**src/rtl/prince_ti_pkg.sv**
```systemverilog
// Shared definitions for the threshold-implemented PRINCE datapath:
// nibble constants, the linear maps of A and A^-1, and share slicing.
package prince_ti_pkg;

    localparam int NIBBLE_W = 4;
    localparam logic [3:0] C_FWD = 4'b0101;
    localparam logic [3:0] C_INV = 4'b1011;

    // Forward linear part L: z0=x1, z1=x0^x1^x2, z2=x3, z3=x2
    function automatic logic [3:0] lin_fwd(input logic [3:0] x);
        return {x[2], x[3], x[0] ^ x[1] ^ x[2], x[1]};
    endfunction

    // Inverse linear part Li: x0=z0^z1^z3, x1=z0, x2=z3, x3=z2
    function automatic logic [3:0] lin_inv(input logic [3:0] z);
        return {z[2], z[3], z[0], z[0] ^ z[1] ^ z[3]};
    endfunction

    // Bit offset of nibble n of share s in a flat multi-share vector
    function automatic int nib_lsb(input int s, input int n,
                                   input int n_nibbles);
        return (s * n_nibbles + n) * NIBBLE_W;
    endfunction

endpackage

```
**src/rtl/affine_nibble.sv**
```systemverilog
// Combinational 4-bit affine map; the constant is only added
// when this nibble belongs to share 0.
module affine_nibble
    import prince_ti_pkg::*;
(
    input  logic [3:0] x_i,
    input  logic       mode_i,
    input  logic       add_const_i,
    output logic [3:0] z_o
);

    logic [3:0] lin;
    logic [3:0] cst;

    // Select direction, then optionally fold in the affine constant
    always_comb begin
        lin = mode_i ? lin_inv(x_i) : lin_fwd(x_i);
        cst = mode_i ? C_INV : C_FWD;
        z_o = add_const_i ? (lin ^ cst) : lin;
    end

endmodule

```
**src/rtl/masked_affine_layer.sv**
```systemverilog
// Share-wise affine layer between the quadratic S-box stages,
// wrapped in an elastic valid/ready pipeline with flush.
module masked_affine_layer
    import prince_ti_pkg::*;
#(
    parameter int N_SHARES  = 5,
    parameter int N_NIBBLES = 16,
    parameter int STAGES    = 2
) (
    input  logic                                  clk,
    input  logic                                  rst_n,
    input  logic                                  flush,
    input  logic                                  in_valid,
    output logic                                  in_ready,
    input  logic                                  in_mode,
    input  logic [N_SHARES*NIBBLE_W*N_NIBBLES-1:0] in_data,
    output logic                                  out_valid,
    input  logic                                  out_ready,
    output logic                                  out_mode,
    output logic [N_SHARES*NIBBLE_W*N_NIBBLES-1:0] out_data
);

    localparam int DW = N_SHARES * NIBBLE_W * N_NIBBLES;

    logic [DW-1:0] comb_data;

    for (genvar s = 0; s < N_SHARES; s++) begin : g_share
        for (genvar n = 0; n < N_NIBBLES; n++) begin : g_nib
            localparam int LSB = nib_lsb(s, n, N_NIBBLES);
            affine_nibble u_nib (
                .x_i        (in_data[LSB +: NIBBLE_W]),
                .mode_i     (in_mode),
                .add_const_i(1'(s == 0)),
                .z_o        (comb_data[LSB +: NIBBLE_W])
            );
        end
    end

    logic          v_q    [STAGES];
    logic          v_d    [STAGES];
    logic          mode_q [STAGES];
    logic          mode_d [STAGES];
    logic [DW-1:0] data_q [STAGES];
    logic [DW-1:0] data_d [STAGES];

    logic          src_v  [STAGES];
    logic          src_m  [STAGES];
    logic [DW-1:0] src_d  [STAGES];

    logic [STAGES-1:0] load;
    logic              chain;
    logic              accept;

    assign src_v[0] = accept;
    assign src_m[0] = in_mode;
    assign src_d[0] = comb_data;

    for (genvar i = 1; i < STAGES; i++) begin : g_src
        assign src_v[i] = v_q[i-1];
        assign src_m[i] = mode_q[i-1];
        assign src_d[i] = data_q[i-1];
    end

    // Ready chain: a stage loads if it or any later stage has room
    always_comb begin
        load  = '0;
        chain = out_ready;
        for (int i = STAGES - 1; i >= 0; i--) begin
            chain   = chain | ~v_q[i];
            load[i] = chain;
        end
    end

    assign in_ready = load[0] & ~flush;
    assign accept   = in_valid & in_ready;

    // Next state: flush drops valids but leaves data untouched
    always_comb begin
        for (int i = 0; i < STAGES; i++) begin
            v_d[i]    = v_q[i];
            mode_d[i] = mode_q[i];
            data_d[i] = data_q[i];
            if (flush) begin
                v_d[i] = 1'b0;
            end else if (load[i]) begin
                v_d[i] = src_v[i];
                if (src_v[i]) begin
                    mode_d[i] = src_m[i];
                    data_d[i] = src_d[i];
                end
            end
        end
    end

    // Pipeline registers with synchronous active-low reset
    always_ff @(posedge clk) begin
        for (int i = 0; i < STAGES; i++) begin
            if (!rst_n) begin
                v_q[i]    <= 1'b0;
                mode_q[i] <= 1'b0;
                data_q[i] <= '0;
            end else begin
                v_q[i]    <= v_d[i];
                mode_q[i] <= mode_d[i];
                data_q[i] <= data_d[i];
            end
        end
    end

    assign out_valid = v_q[STAGES-1];
    assign out_mode  = mode_q[STAGES-1];
    assign out_data  = data_q[STAGES-1];

endmodule

```
**config.mk**
```make
export PLATFORM = sky130hd
export DESIGN_NAME = masked_affine_layer
export DESIGN_NICKNAME = d
export VERILOG_FILES = /design/src/rtl/prince_ti_pkg.sv /design/src/rtl/affine_nibble.sv /design/src/rtl/masked_affine_layer.sv
export SDC_FILE = /design/constraint.sdc
export NUM_CORES = 2
export LEC_CHECK = 0
export CORE_AREA = 2 2 252 254
export CTS_CLUSTER_DIAMETER = 150
export CTS_CLUSTER_SIZE = 30
export DETAILED_ROUTE_END_ITERATION = 8
export DIE_AREA = 0 0 254 256
export MAX_ROUTING_LAYER = met4
export PLACE_DENSITY_LB_ADDON = 0.05
export SYNTH_ARGS = -nofsm -noshare
export SYNTH_HDL_FRONTEND = slang
export SYNTH_SLANG_ARGS = --single-unit
```
**constraint.sdc**
```tcl
create_clock -name clk -period 2.23 [get_ports clk]
set_input_delay 0.223 -clock clk [delete_from_list [all_inputs] [get_ports clk]]
set_output_delay 0.223 -clock clk [all_outputs]
set_load 0.01 [all_outputs]
```
======== Word level (Yosys, flattened, before mapping) ========
Memory sizes are Yosys's and may differ from the RTL's.
Index checks and enable logic that the tools add are counted.
word-level totals
  flip-flop bits (word level) ............. 0
  memory bits (writable) .................. 644
  output and inout port bits .............. 323
  memories kept ........................... 3
memories
  name    words  width  rd ports  clocked after memory_dff  write ports  RTL line                   source
  data_q  2      320    2         0                         2            masked_affine_layer.sv:43  logic [DW-1:0] data_q [STAGES];
  mode_q  2      1      2         0                         2            masked_affine_layer.sv:41  logic mode_q [STAGES];
  v_q     2      1      2         0                         2            masked_affine_layer.sv:39  logic v_q [STAGES];
cells by class
  mux-type cells .......................... 105
  bitwise gates (word level) .............. 269
operators by type and width
  kind           count
  $mux W320      8
  $xor A1 B1 Y1  240
  $mux W2        80
  $xor A4 B4 Y4  16
  $mux W1        16
  $or A1 B1 Y1   8
  $mux W4        1
  $not A1 Y1     3
  $and A1 B1 Y1  2

======== Depth between registers and ports, before layout ========
An unclocked memory read counts as a cell.
  depth in word-level cells ............... 10
  mapped depth ............................ 7
  depth with buffers taken out ............ 4

======== By module ========
A second synthesis with hierarchy kept.
second synthesis, totals
  cells, all modules ...................... 3749
  area total of the unflattened synthesis .. 32680.1 sq um
by module, submodules not included
  module               instances  cells an instance  area an instance (sq um)  sequential area each (sq um)
  masked_affine_layer  1          2869               25973.7                   12912.4
  affine_nibble        80         11                 83.8                      0.0

======== Least setup slack after synthesis ========
No wires, ideal clock.
  kind .................................... reg-to-reg
  start ................................... mem v_q[1]
  end ..................................... mem mode_q[1] (enable)
  arrival ................................. 1.553 ns
  required time ........................... 1.938 ns
  setup slack ............................. 0.386 ns
  cell stages (with the launch flop) ...... 7
  clock period less this slack ............ 1.844 ns
  path through ............................ edfxtp_1 > nor2b_1 > or3b_2 > clkbuf_1 > buf_2 > buf_2 > nand2_1
RTL lines
  what                RTL line
  start: declaration  masked_affine_layer.sv:39
  end: declaration    masked_affine_layer.sv:41

==> impl_metrics.ini <==
[status]
status = finished clean

[drt]
wl_per_cell_um = 18.9
drc_errors = 0
drt_iter0_drc = 1364
vias = 22886
antenna_left = 0
via_per_inst = 5.03
dr.pass1.iters = 5
wirelength_um = 85900

[synth]
seq_area_frac_synth = 0.508
synth_nets = 3512
syn_avg_cell_area_um2 = 7.98
syn_inst = 3186
ys_seq_elements = 644
async_flop_share = 0
synth_cell_types = 24
netlist_area_um2 = 25400
synth_flop_cell = dfxtp_1
synth_enable_flop_cells = 2
ys_warn_count = 0

[timing]
finalSetupViolations = 0
clock.fmax_mhz = 517
fin_setup_tns_ns = 0
worstMarginPinSlew_ns = 0.602
maxSlewHeadroom = 0.598
rsz0062_at_grt = false
fin_skew_ns = 0.0227
hold_violations = 0
fin_crit_sh = 0.868
period_needed_ns = 1.94
slew_violations = 0

[place]
placed_cell_area_um2 = 32900
numPortBuffers = 648
gp_congestion = 0.889
dp.cells = 4508
hpwl_um = 60700

[floorplanning]
die_x_um = 254
fp.dieArea_um2 = 65000
core.rowCount = 92
die_h_um = 256
coreArea_um2 = 62400
ios = 649
initial_core_util = 0.407

[finish]
syn_to_final_growth_pct = 32.2
layout.cells.non_filler = 4552
design_area_um2 = 33600
fillers = 5939
final_common_cell = nand2_1
mostFrequentLayoutCells = nand2_1 (964), clkdlybuf4s50_1 (645), dfxtp_1 (642)
drive_above_1_share = 0.0266
fin_nets = 4016

[clock_network]
clock_sinks = 644
insertion_delay_ns = 0.60
clk_pin_slew_ns = 0.12
numCtsBuffers = 25
cts-root-buf = clkbuf_16
post_cts_buffers = 0
clock_path_buffers = 3
cts_tree = built
htree_levels = 1

[setup_path]
critPathSlowestCell = edfxtp_1
crit_type = reg -> out
cpPeakStageDelay_ns = 0.42
r2r-end = data_q[0][297]
path_cells = and3b_1 > nor2_1 > dlygate4sd2_1
reg2reg_from = v_q[1]
crit_fanout = 4
crit_family = flip-flops
crit_required_ns = 2.01
endpoint_kind = primary output
startpoint_type = register
critical_path_arrival_ns = 1.71
rrSetupSlack_ns = 0.33
worstRegToRegCells = 6
critPathBufInv = 1

[pwr]
p_leak_nw = 11.2
power.density_nw_per_um2 = 614
ir_worst_vdd_mv = 0.646

[worst_hold_path]
holdCritPathClass = in -> reg
whs_path_depth = 4
min_from = in_mode
min_to = data_q[0][173]

[grt]
grt_usage = 0.264
grt_first_pass_wirelength_um = 131000
grt_max_degree = 113
grt_overflow_total = 0
antenna_found_initial = 14
first_global_vias = 22446

[run]
maxCapViolCount = 0
kinds of logic after synthesis:
group	Yosys count	synth area share
DFF	644	0.508
and+or+nand+nor	1166	0.178
buffers and inverters	238	0.0411
xor gates and xnor gates	320	0.110
AOI/OAI and AO/OA	818	0.163
power by group:
part / total [W] / leakage (nW) / switching (W) / internal (W)
clock network: 0.00565 / 0.318 / 0.00359 / 0.00207
registers: 0.0121 / 5.25 / 0.000190 / 0.0119
logic: 0.00289 / 5.64 / 0.00148 / 0.00140
flip-flops by register name, indices dropped and copies added, names as in the netlist:
register / count
mode_q: 2
v_q: 2
data_q: 640
synthesized netlist by cell type (all sizes together) (16+ instances only):
master    n  area (um^2)
nand2   964         3620
or3      16          100
dfxtp   642        12900
clkbuf  113          424
xnor2   288         2520
o21ai   160          801
a21oi   641         3210
nand3    16         80.1
a211oi   16          120
buf     123          613
and3     16          100
nor2    146          548
xor2     32          280
how the worst max path moves through the flow:
stage                           endpoint  slack, ns  cells past startpoint       from
after detailed placement  data_q[0][297]       0.07                      7  out_ready
after CTS                       in_ready       0.25                      3     v_q[1]
after global routing        data_q[0][3]       0.17                      6     v_q[1]
after floorplan                mode_q[1]       0.39                      6     v_q[1]
final                           in_ready       0.29                      3     v_q[1]
after global placement      data_q[0][7]       0.11                      7  out_ready
per-layer routing:
metal / wire, um / share of wire / GRT usage
met1: 35600 / 0.41 / 0.324
met2: 41000 / 0.48 / 0.428
met3: 5530 / 0.064 / 0.0503
met4: 3740 / 0.044 / 0.102
met5: 0 / 0 / -
through the flow:
stage / util / setup WS (ns) / hold WS, ns / power (W)
floorplan: - / 0.386 / 0.347 / 0.0138
global placement: 0.527 / 0.112 / 0.435 / 0.0152
detailed placement: 0.527 / 0.0677 / 0.438 / 0.0152
CTS: 0.538 / 0.252 / 0.177 / 0.0208
global route: 0.538 / 0.175 / 0.197 / 0.0215
finish: 0.538 / 0.295 / 0.210 / 0.0206
worst register-to-register path: stages, from the launching register on:
cell	delay, ns
edfxtp_1	0.42
and3b_1	0.25
nor3b_4	0.31
buf_12	0.26
buf_12	0.26
o21ai_0	0.15
a21oi_1	0.18
cell type report:
type | instances | area (um^2) | area share
diodes | 15 | 37.5 | 0.00112
clock buffers | 27 | 633 | 0.0188
clock inverters | 1 | 16.3 | 0.000484
inverters | 2 | 15.0 | 0.000447
multi-input cells | 2304 | 11500 | 0.342
flip-flops and latches | 644 | 12900 | 0.384
well taps | 846 | 1060 | 0.0315
repair buffers | 713 | 7450 | 0.222
what timing repair did:
item / CTS / global route
hold buffers: 1 / 0
endpoints found under the hold margin: 14 / 0
endpoints found under the setup margin: 1 / 0
gates resized for setup: 1 / 0
(Power assumes the default switching activity.)
